### src/rtl/mbr_parser.sv
// MBR parser: watches a 512-byte sector stream, checks the 0x55AA signature and extracts a FAT32 partition entry.
// Optional: define MBR_PARSER_PART_SCAN_EN to scan all four entries for the first FAT32 type (0x0B/0x0C).
module mbr_parser #(
  parameter int unsigned SECTOR_BYTES      = 512,
  parameter int unsigned PART_TABLE_OFFSET = 446
) (
  input  logic        clk,
  input  logic        rst,
  input  logic        start,
  input  logic [7:0]  in_byte,
  input  logic        in_byte_valid,
  input  logic        in_block_done,
  output logic        busy,
  output logic        done,
  output logic        valid,
  output logic [7:0]  part_type,
  output logic [31:0] part_lba,
  output logic [31:0] part_sectors,
  output logic        err_sig,
  output logic        err_len,
  output logic        err_type
);

  localparam int unsigned CW = $clog2(SECTOR_BYTES + 1);
  localparam logic [CW-1:0] SB   = CW'(SECTOR_BYTES);
  localparam logic [CW-1:0] SIG0 = CW'(SECTOR_BYTES - 2);
  localparam logic [CW-1:0] SIG1 = CW'(SECTOR_BYTES - 1);
  localparam logic [CW-1:0] PTO  = CW'(PART_TABLE_OFFSET);
  localparam logic [CW-1:0] PTE  = CW'(PART_TABLE_OFFSET + 64);

  typedef enum logic [1:0] {S_IDLE, S_COLLECT, S_CHECK, S_DONE} state_t;

  state_t        r_state;
  logic [CW-1:0] r_count;
  logic [7:0]    r_sig0;
  logic [7:0]    r_sig1;
`ifdef MBR_PARSER_PART_SCAN_EN
  logic          r_found;
  logic [1:0]    r_sel;
`endif

  logic          w_take;
  logic          w_in_table;
  logic [5:0]    w_off;
  logic [1:0]    w_entry;
  logic [3:0]    w_k;
  logic          w_fat_type;
  logic          w_cap;
  logic          w_err_len;
  logic          w_err_sig;
  logic          w_err_type;

  assign w_take     = (r_state == S_COLLECT) && in_byte_valid && (r_count < SB);
  assign w_in_table = (r_count >= PTO) && (r_count < PTE);
  assign w_off      = 6'(r_count - PTO);
  assign w_entry    = w_off[5:4];
  assign w_k        = w_off[3:0];
  assign w_fat_type = (in_byte == 8'h0B) || (in_byte == 8'h0C);

  // Entry 0 stays selected until a FAT32 entry is found, so its fields are reported on a miss.
`ifdef MBR_PARSER_PART_SCAN_EN
  assign w_cap = w_in_table && ((r_found && (r_sel == w_entry)) || (!r_found && (w_entry == 2'd0)));
`else
  assign w_cap = w_in_table && (w_entry == 2'd0);
`endif

  assign w_err_len  = (r_count != SB);
  assign w_err_sig  = (r_sig0 != 8'h55) || (r_sig1 != 8'hAA);
  assign w_err_type = !((part_type == 8'h0B) || (part_type == 8'h0C));

  always_ff @(negedge clk or posedge rst) begin
    if (rst) begin
      r_state      <= S_IDLE;
      r_count      <= '0;
      r_sig0       <= '0;
      r_sig1       <= '0;
      busy         <= 1'b0;
      done         <= 1'b0;
      valid        <= 1'b0;
      part_type    <= '0;
      part_lba     <= '0;
      part_sectors <= '0;
      err_sig      <= 1'b0;
      err_len      <= 1'b0;
      err_type     <= 1'b0;
`ifdef MBR_PARSER_PART_SCAN_EN
      r_found      <= 1'b0;
      r_sel        <= '0;
`endif
    end else begin
      done <= 1'b0;
      case (r_state)
        S_IDLE, S_DONE: begin
          if (start) begin
            r_state      <= S_COLLECT;
            r_count      <= '0;
            r_sig0       <= '0;
            r_sig1       <= '0;
            busy         <= 1'b1;
            valid        <= 1'b0;
            part_type    <= '0;
            part_lba     <= '0;
            part_sectors <= '0;
            err_sig      <= 1'b0;
            err_len      <= 1'b0;
            err_type     <= 1'b0;
`ifdef MBR_PARSER_PART_SCAN_EN
            r_found      <= 1'b0;
            r_sel        <= '0;
`endif
          end
        end
        S_COLLECT: begin
          if (w_take) begin
            r_count <= r_count + CW'(1);
            if (r_count == SIG0) r_sig0 <= in_byte;
            if (r_count == SIG1) r_sig1 <= in_byte;
            if (w_in_table && (w_k == 4'd4)) begin
`ifdef MBR_PARSER_PART_SCAN_EN
              if (!r_found && (w_fat_type || (w_entry == 2'd0))) part_type <= in_byte;
              if (!r_found && w_fat_type) begin
                r_found <= 1'b1;
                r_sel   <= w_entry;
              end
`else
              if (w_entry == 2'd0) part_type <= in_byte;
`endif
            end
            if (w_cap && (w_k[3:2] == 2'b10)) part_lba[{w_k[1:0], 3'b000} +: 8] <= in_byte;
            if (w_cap && (w_k[3:2] == 2'b11)) part_sectors[{w_k[1:0], 3'b000} +: 8] <= in_byte;
          end
          if (in_block_done) r_state <= S_CHECK;
        end
        S_CHECK: begin
          err_len  <= w_err_len;
          err_sig  <= w_err_sig;
          err_type <= w_err_type;
          valid    <= !(w_err_len || w_err_sig || w_err_type);
          done     <= 1'b1;
          busy     <= 1'b0;
          r_state  <= S_DONE;
        end
        default: r_state <= S_IDLE;
      endcase
    end
  end

`ifndef MBR_PARSER_PART_SCAN_EN
  logic w_unused;
  assign w_unused = w_fat_type;
`endif

endmodule
### config.mk
export PLATFORM = sky130hd
export DESIGN_NAME = mbr_parser
export DESIGN_NICKNAME = d
export VERILOG_FILES = /design/src/rtl/mbr_parser.sv
export SDC_FILE = /design/constraint.sdc
export NUM_CORES = 1
export LEC_CHECK = 0
export ABC_AREA = 1
export BUFFER_PORTS_ARGS = -buffer_cell sky130_fd_sc_hd__buf_2
export CORE_ASPECT_RATIO = 2
export CORE_UTILIZATION = 38
export CTS_CLUSTER_DIAMETER = 30
export DETAILED_ROUTE_END_ITERATION = 8
export SLEW_MARGIN = 25
export SYNTH_ARGS = -nofsm -noshare
export SYNTH_HDL_FRONTEND = slang
export SYNTH_SLANG_ARGS = --single-unit
### constraint.sdc
create_clock -name clk -period 7.36 [get_ports clk]
set_input_delay 1.472 -clock clk [delete_from_list [all_inputs] [get_ports clk]]
set_output_delay 1.472 -clock clk [all_outputs]
set_load 0.01 [all_outputs]
Word level (Yosys, flattened, before mapping)
Cells that the tools add are included.
- magnitude comparators: 3
- shifts and indexed selects: 2
- equal/unequal tests: 22
- mux-type cells: 34
- add/subtract/negate cells: 3
- reductions and logical operators: 26
- operator list (cell ; count):
    32-bit 2-to-1 mux ; 5
    32-bit case mux with 2 select lines ; 2
    32-bit bitwise mux ; 2
    8-bit 2-to-1 mux ; 8
    8-bit case mux with 2 select lines ; 3
    8-bit by 7-bit variable shift with 32-bit output (first input constant) ; 1
    8-bit by 7-bit indexed part select with 32-bit output ; 1
    10-bit by 9-bit == test with 1-bit output (second input constant) ; 2
    10-bit 2-to-1 mux ; 2
    10-bit case mux with 2 select lines ; 1
    8-bit by 4-bit == test with 1-bit output (second input constant) ; 2
    4-bit AND reduction ; 4
    2-bit by 1-bit != test with 1-bit output (second input constant) ; 6
    10-bit by 1-bit adder with 10-bit output (second input constant) ; 1
    10-bit by 9-bit >= comparator with 1-bit output (second input constant) ; 1
    10-bit < comparator (second input constant) ; 1
    10-bit by 9-bit < comparator with 1-bit output (second input constant) ; 1
    10-bit != test (second input constant) ; 1
    1-bit case mux with 2 select lines ; 5
    2-bit == test (second input constant) ; 4
    8-bit by 7-bit != test with 1-bit output (second input constant) ; 1
    8-bit != test (second input constant) ; 1
    1-bit logical AND ; 7
    5-bit negator with 7-bit output ; 1
    other kinds (15) ; 27
- logic and storage cells: 103
- bits of input ports: 13
- output and inout port bits: 78
- bits in registers: 106

Depth between registers and ports, before layout
Gate-level depths: netlist (run 1).
- word-level depth: 7
- mapped depth: 13
- mapped depth without buffers: 12

==> qor.csv, run 1 <==
stage;metric;value;unit
outcome;outcome;finished, violations left;
outcome;violations;DRC;
synthesis;syn_nets;639;
placed_design;dp_hpwl;10530;um
timing;finalSetupViolations;0;
global_routing;grt.total_usage;0.2091;
power_and_ir_drop;total_power;2.241;mW
floorplan;coreArea;0.01336;sq mm
floorplan;die_w;84.48;um
synthesis;ys_seq_elements;106;
critical_path;crit_path_top_delay_cell;nor2_4;
clock_tree;cts_buffers;9;
synthesis;synth_seq_area_share;0.5131;
clock_tree;ctsResizeCount;0;
clock_tree;clock_latency;350;ps
floorplan;die_h;167.0;um
timing;rsz0062_at_grt;false;
clock_tree;postCtsSetupBuffers;0;
synthesis;synth_area_leaders;dfrtn_1 (51%), nand2_1 (15%), nand4_1 (4.7%);
route;viasPerCell;5.163;
critical_path;path_cells;buf_2 -> nand3_1 -> o21ai_2 -> nand2_4 -> nor2_4 -> inv_4 -> nand2_8 -> nand2_1 -> nand2_1 -> nand2_1;
timing;hold_viol_final;0;
critical_path;worst_ep_arrival_time;2830;ps
placed_design;placed_area;0.005718;sq mm
clock_tree;cts_htree_levels;3;
critical_path;critPathKind;input port to register;
layout;diodes;0;
global_routing;grt_first_pass_wirelength;22780;um
floorplan;initial_utilization;0.3869;
clock_tree;clkSinkCount;106;
critical_path;crit_top_cell;nand2_1;
synthesis;synth_area_leader_cell;dfrtn_1;
synthesis;synthCells;617;
power_and_ir_drop;vdd_drop_max;0.2417;mV
critical_path;crit_fanout;28;
clock_tree;cts_tree;built;
clock_tree;path_clk_slew;50;ps
placed_design;port_buffers;90;
global_routing;overflow;0;
critical_path;critPathLaunchType;input port;
clock_tree;cts_buffer_depth;2;
timing;finalClockSkew;6.594;ps
hold_path;hp-class;register to register;
timing;slew_violations;0;
layout;finalNetCount;721;
critical_path;cp-end-kind;register;
route;final_antenna_net_count;0;
layout;areaGrowthSynthToFinish;16.43;%
critical_path;cp.required;3880;ps
floorplan;ioPinCount;91;
synthesis;synth_top_area_share;0.5131;
timing;max_slew_margin;0.4774;
global_routing;grt_pass1_vias;4499;
global_routing;grt_max_degree;43;
route;drc;5;
synthesis;synthDistinctLibCells;38;
route;drt_wl_total;13740;um
synthesis;syn_area_per_cell;8.379;sq um
route;wl_per_cell;15.99;um
power_and_ir_drop;power_density;372.3;mW/mm^2
global_routing;antenna_found_initial;0;
route;drt_first_pass_iters;8;
floorplan;dieArea;0.01410;sq mm
timing;fin_tns_setup;0;ps
route;initialDrtViolationCount;230;
power_and_ir_drop;p_leak;3.327;nW
timing;tightest_slew;782.3;ps
clock_tree;postCtsHoldBufs;0;
job;maxCapViolCount;0;
synthesis;synth_area;0.005170;sq mm
layout;layout-drive-gt1-share;0.2088;
clock_tree;root_buffer;clkbuf_16;
placed_design;gp_congestion;0.9185;
layout;fin_area;0.006020;sq mm
route;vias;4435;
critical_path;crit_path_max_incr_delay;220;ps
synthesis;yosysWarnings;0;
floorplan;num_rows;60;
layout make-up:
cell class              instances  area (sq um)
inverters                      62         241.5
clock buffers                  11         252.7
flip-flops and latches        106          2653
multi-input cells             428          2142
fillers                      1342          7343
well taps                     155         193.9
repair buffers                 92         490.5
clock inverters                 5         46.29
layer usage:
layer	up-vias	share of wire	global-route usage	wire, um
li1	2190	-	-	-
met1	2091	0.36	0.2082	4940
met2	120	0.57	0.4177	7872
met3	34	0.033	0.02775	458
met4	0	0.034	0.09211	466
met5	-	0	0	0
cell usage after synthesis:
cell type	count
nand3b_1	1
buf_1	1
inv_2	4
nand3_4	1
inv_4	2
nand4_2	1
clkbuf_1	3
ha_1	9
nor2_1	53
inv_1	54
nand2_2	1
nor2_4	2
nor4_1	6
o21ai_1	16
o32ai_1	1
buf_4	6
buf_2	7
nor4_2	1
clkinv_1	2
nor3_1	4
a22o_1	3
nand4_1	39
o211ai_2	1
nor2_2	2
nor3_2	1
buf_6	4
a21oi_1	7
a31oi_4	1
dfrtn_1	106
nand2_8	1
nand3_2	6
nand2_4	3
o21ai_0	16
nand2_1	205
o21a_1	3
nand3_1	34
o21ai_2	9
or2_2	1
placed cells by master (no fill, tap or decap), types with 3 or more instances in the layout:
cell,instances
nand2_1,205
dfrtn_1,106
buf_2,90
inv_1,53
nor2_1,53
nand4_1,39
nand3_1,34
o21ai_1,16
o21ai_0,16
o21ai_2,9
clkbuf_16,9
ha_1,8
a21oi_1,7
nand3_2,6
nor4_1,6
inv_2,4
nor3_1,4
nand2_4,3
a22o_1,3
o21a_1,3
clkinv_4,3
state kept, by name, summed over array words and instances, names as in the netlist, 2 cells and up:
signal and count:
r_count 10, part_lba 32, part_type 8, part_sectors 32, r_sig0 8, r_sig1 8
r_state 2
report_power, final:
group,leakage (nW),switching [mW],internal [mW],total (mW)
Sequential,1.45,0.0839,0.707,0.791
Clock,0.148,0.227,0.254,0.481
Combinational,1.73,0.724,0.245,0.970
critical path, delay by kind of cell:
| kind | cells | cell delay, ps |
|---|---|---|
| and+or+nand+nor | 7 | 1040 |
| AOI/OAI and AO/OA | 1 | 120 |
| buffers and inverters | 2 | 180 |
stage by stage:
| stage | setup slack (ps) | hold WS, ps | utilization | cells |
|---|---|---|---|---|
| 2_1_floorplan | 1035 | 413.4 | - | 617 |
| 3_3_place_gp | 690.2 | 414.9 | 0.4279 | 843 |
| 3_5_place_dp | 640.2 | 414.7 | 0.4279 | 843 |
| 4_1_cts | 1012 | 416.2 | 0.4503 | 859 |
| 5_1_grt | 874.6 | 436.3 | 0.4505 | 859 |
| 6_report | 1054 | 411.7 | 0.4505 | 859 |
final timing paths:
check | startpoint | to | slack, ps | cells after the start
worst max-delay path | in_byte_valid | part_lba[11] | 1050 | 10
worst min-delay path | part_lba[13] | part_lba[13] | 410 | 2
worst max register to register | r_state[0] | part_lba[11] | 4800 | 10
worst min register to register | part_lba[13] | part_lba[13] | 410 | 2
max in group asynchronous | rst | part_sectors[21] | 1840 | 3
min in group asynchronous | rst | part_sectors[30] | 4820 | 2
cell families (layout without fill, tap and decap cells):
family,Yosys count,after routing,share of synthesized area
fa+ha+maj,9,9,0.02178
compound gates,57,57,0.07067
flops,106,106,0.5131
buf+inv,83,170,0.07308
simple gates,362,362,0.3214
No activity file was read; power rests on OpenSTA's default activity.
==> inputs of run 2 (changes only) <==
--- a/config.mk
+++ b/config.mk
@@ -11,6 +11,7 @@
 export CORE_UTILIZATION = 38
 export CTS_CLUSTER_DIAMETER = 30
 export DETAILED_ROUTE_END_ITERATION = 8
+export REMOVE_ABC_BUFFERS = 1
 export SLEW_MARGIN = 25
 export SYNTH_ARGS = -nofsm -noshare
 export SYNTH_HDL_FRONTEND = slang
==> run 2 against run 1 <==
The flow still finishes with violations (DRC). Hold slack better by 3.5 ps. Utilization down 0.25 points. Combinational power up 1%. Critical path type unchanged. Sequential cell count unchanged. Die area unchanged. Clock skew up 2.5 ps. Highest routed layer unchanged. Global-route usage up 0.72 points. Setup slack worse by 4.7 ps.
==> qor.csv, run 2 (same netlist as run 1, synthesis figures left out) <==
stage;metric;value;unit
critical_path;reg2reg_from;r_state[0];
floorplan;die_w;84.48;um
global_routing;grt.total_usage;0.2163;
layout;diodes;0;
route;drt_wl_total;14660;um
route;drt_first_pass_iters;7;
clock_tree;clock_latency;350;ps
clock_tree;ctsResizeCount;0;
route;viasPerCell;5.163;
critical_path;crit_fanout;28;
global_routing;overflow;0;
critical_path;setup.worst_path.start;in_byte_valid;
critical_path;worst_ep_arrival_time;2820;ps
job;maxCapViolCount;0;
clock_tree;postCtsSetupBuffers;0;
placed_design;dp_hpwl;11390;um
clock_tree;clkSinkCount;106;
layout;reg_top3;part_lba x32, part_sectors x32, r_count x10;
power_and_ir_drop;netSwitchingFraction;0.4679;
placed_design;placedCellCount;842;
global_routing;antenna_found_initial;0;
clock_tree;root_buffer;clkbuf_16;
timing;hold_viol_final;0;
critical_path;ff2ff_path_depth;10;
power_and_ir_drop;vdd_drop_max;0.2914;mV
clock_tree;cts_buffer_depth;2;
route;initialDrtViolationCount;286;
placed_design;gp_congestion;0.8919;
hold_path;hp-class;register to register;
timing;max_slew_margin;0.3859;
layout;final_cells;858;
critical_path;reg2reg_slack;4550;ps
outcome;violations;DRC;
timing;finalClockSkew;9.047;ps
clock_tree;postCtsHoldBufs;0;
clock_tree;cts_tree;built;
timing;tightest_slew;921.2;ps
placed_design;port_buffers;90;
layout;utilization;0.4479;
layout;areaGrowthSynthToFinish;15.78;%
layout;mostFrequentLayoutCell;nand2_1;
route;wl_per_cell;17.08;um
timing;finalSetupViolations;0;
placed_design;post-place-ws;681.4;ps
clock_tree;cts_htree_levels;3;
timing;layout_setup_ws;1049;ps
critical_path;endpoint;part_lba[24];
clock_tree;path_clk_slew;50;ps
layout;finalNetCount;720;
critical_path;cp.required;3870;ps
floorplan;num_rows;60;
layout;layout-drive-gt1-share;0.2048;
power_and_ir_drop;power_density;375.5;mW/mm^2
layout;fillers;1379;
power_and_ir_drop;pwr-share-seq;0.352;
route;drc;8;
floorplan;initial_utilization;0.3869;
route;final_antenna_net_count;0;
power_and_ir_drop;pwr-share-clk;0.211;
timing;holdWs;415.1;ps
global_routing;grt_pass1_vias;4457;
power_and_ir_drop;comb_power_share;0.437;
floorplan;coreArea;0.01336;sq mm
floorplan;ioPinCount;91;
critical_path;r2r_end;part_lba[24];
power_and_ir_drop;p_int;1.196;mW
floorplan;dieArea;0.01410;sq mm
timing;slew_violations;0;
floorplan;die_h;167.0;um
critical_path;critPathKind;input port to register;
power_and_ir_drop;p_leak;3.318;nW
clock_tree;cts_buffers;9;
global_routing;grt_max_degree;60;
timing;fin_tns_setup;0;ps
timing;rsz0062_at_grt;false;
layout;final_cell_mix;nand2_1 (205), dfrtn_1 (106), buf_2 (90), inv_1 (53), nor2_1 (53);
global_routing;grt_first_pass_wirelength;23210;um
critical_path;critPathLaunchType;input port;
power_and_ir_drop;p_switching;1.052;mW
outcome;outcome;finished, violations left;
route;vias;4430;
critical_path;cp-end-kind;register;
==> run 2: worst min-delay path by stage <==
stage	slack [ps]	endpoint	cells after the start	startpoint
floorplan	410	r_sig1[3]	2	r_sig1[3]
global placement	410	part_lba[26]	2	part_lba[26]
detailed placement	420	part_lba[14]	2	part_lba[14]
CTS	420	part_lba[14]	2	part_lba[14]
global route	440	part_sectors[12]	2	part_sectors[12]
finish	420	part_lba[14]	2	part_lba[14]
==> run 2: final cells by class <==
class | count | area (sq um) | share of cell area
clock inverters | 5 | 46.29 | 0.007734
inverters | 62 | 240.2 | 0.04013
clock buffers | 11 | 242.7 | 0.04055
flip-flops and latches | 106 | 2653 | 0.4431
repair buffers | 91 | 470.5 | 0.07860
multi-input cells | 428 | 2140 | 0.3574
well taps | 155 | 193.9 | 0.03240
==> run 2: power groups by stage <==
stage | sequential [mW] | clock [mW] | combinational, mW
after floorplan | 0.816 | 0 | 0.653
after global placement | 0.796 | 0 | 0.963
after detailed placement | 0.800 | 0 | 0.987
after CTS | 0.791 | 0.483 | 0.989
after global routing | 0.806 | 0.505 | 1.10
final | 0.791 | 0.474 | 0.983
==> run 2: through the flow <==
| stage | total power [mW] | instance area (sq um) |
|---|---|---|
| 2_1_floorplan | 1.468 | 5030 |
| 3_3_place_gp | 1.759 | 5697 |
| 3_5_place_dp | 1.786 | 5697 |
| 4_1_cts | 2.263 | 5986 |
| 5_1_grt | 2.414 | 5986 |
| 6_report | 2.248 | 5986 |
==> run 2: routing by layer <==
layer,wire length (um),part of all wire,GRT usage
met1,5160,0.35,0.2188
met2,8379,0.57,0.4159
met3,515,0.035,0.03469
met4,601,0.041,0.1120
met5,0,0,0
==> run 2: critical path, stage by stage <==
cell	delay (ps)
buf_2	80
nand3_1	100
o21ai_2	140
nand2_4	130
nor2_4	210
inv_4	110
nand2_8	180
nand2_1	220
nand2_1	130
nand2_1	60
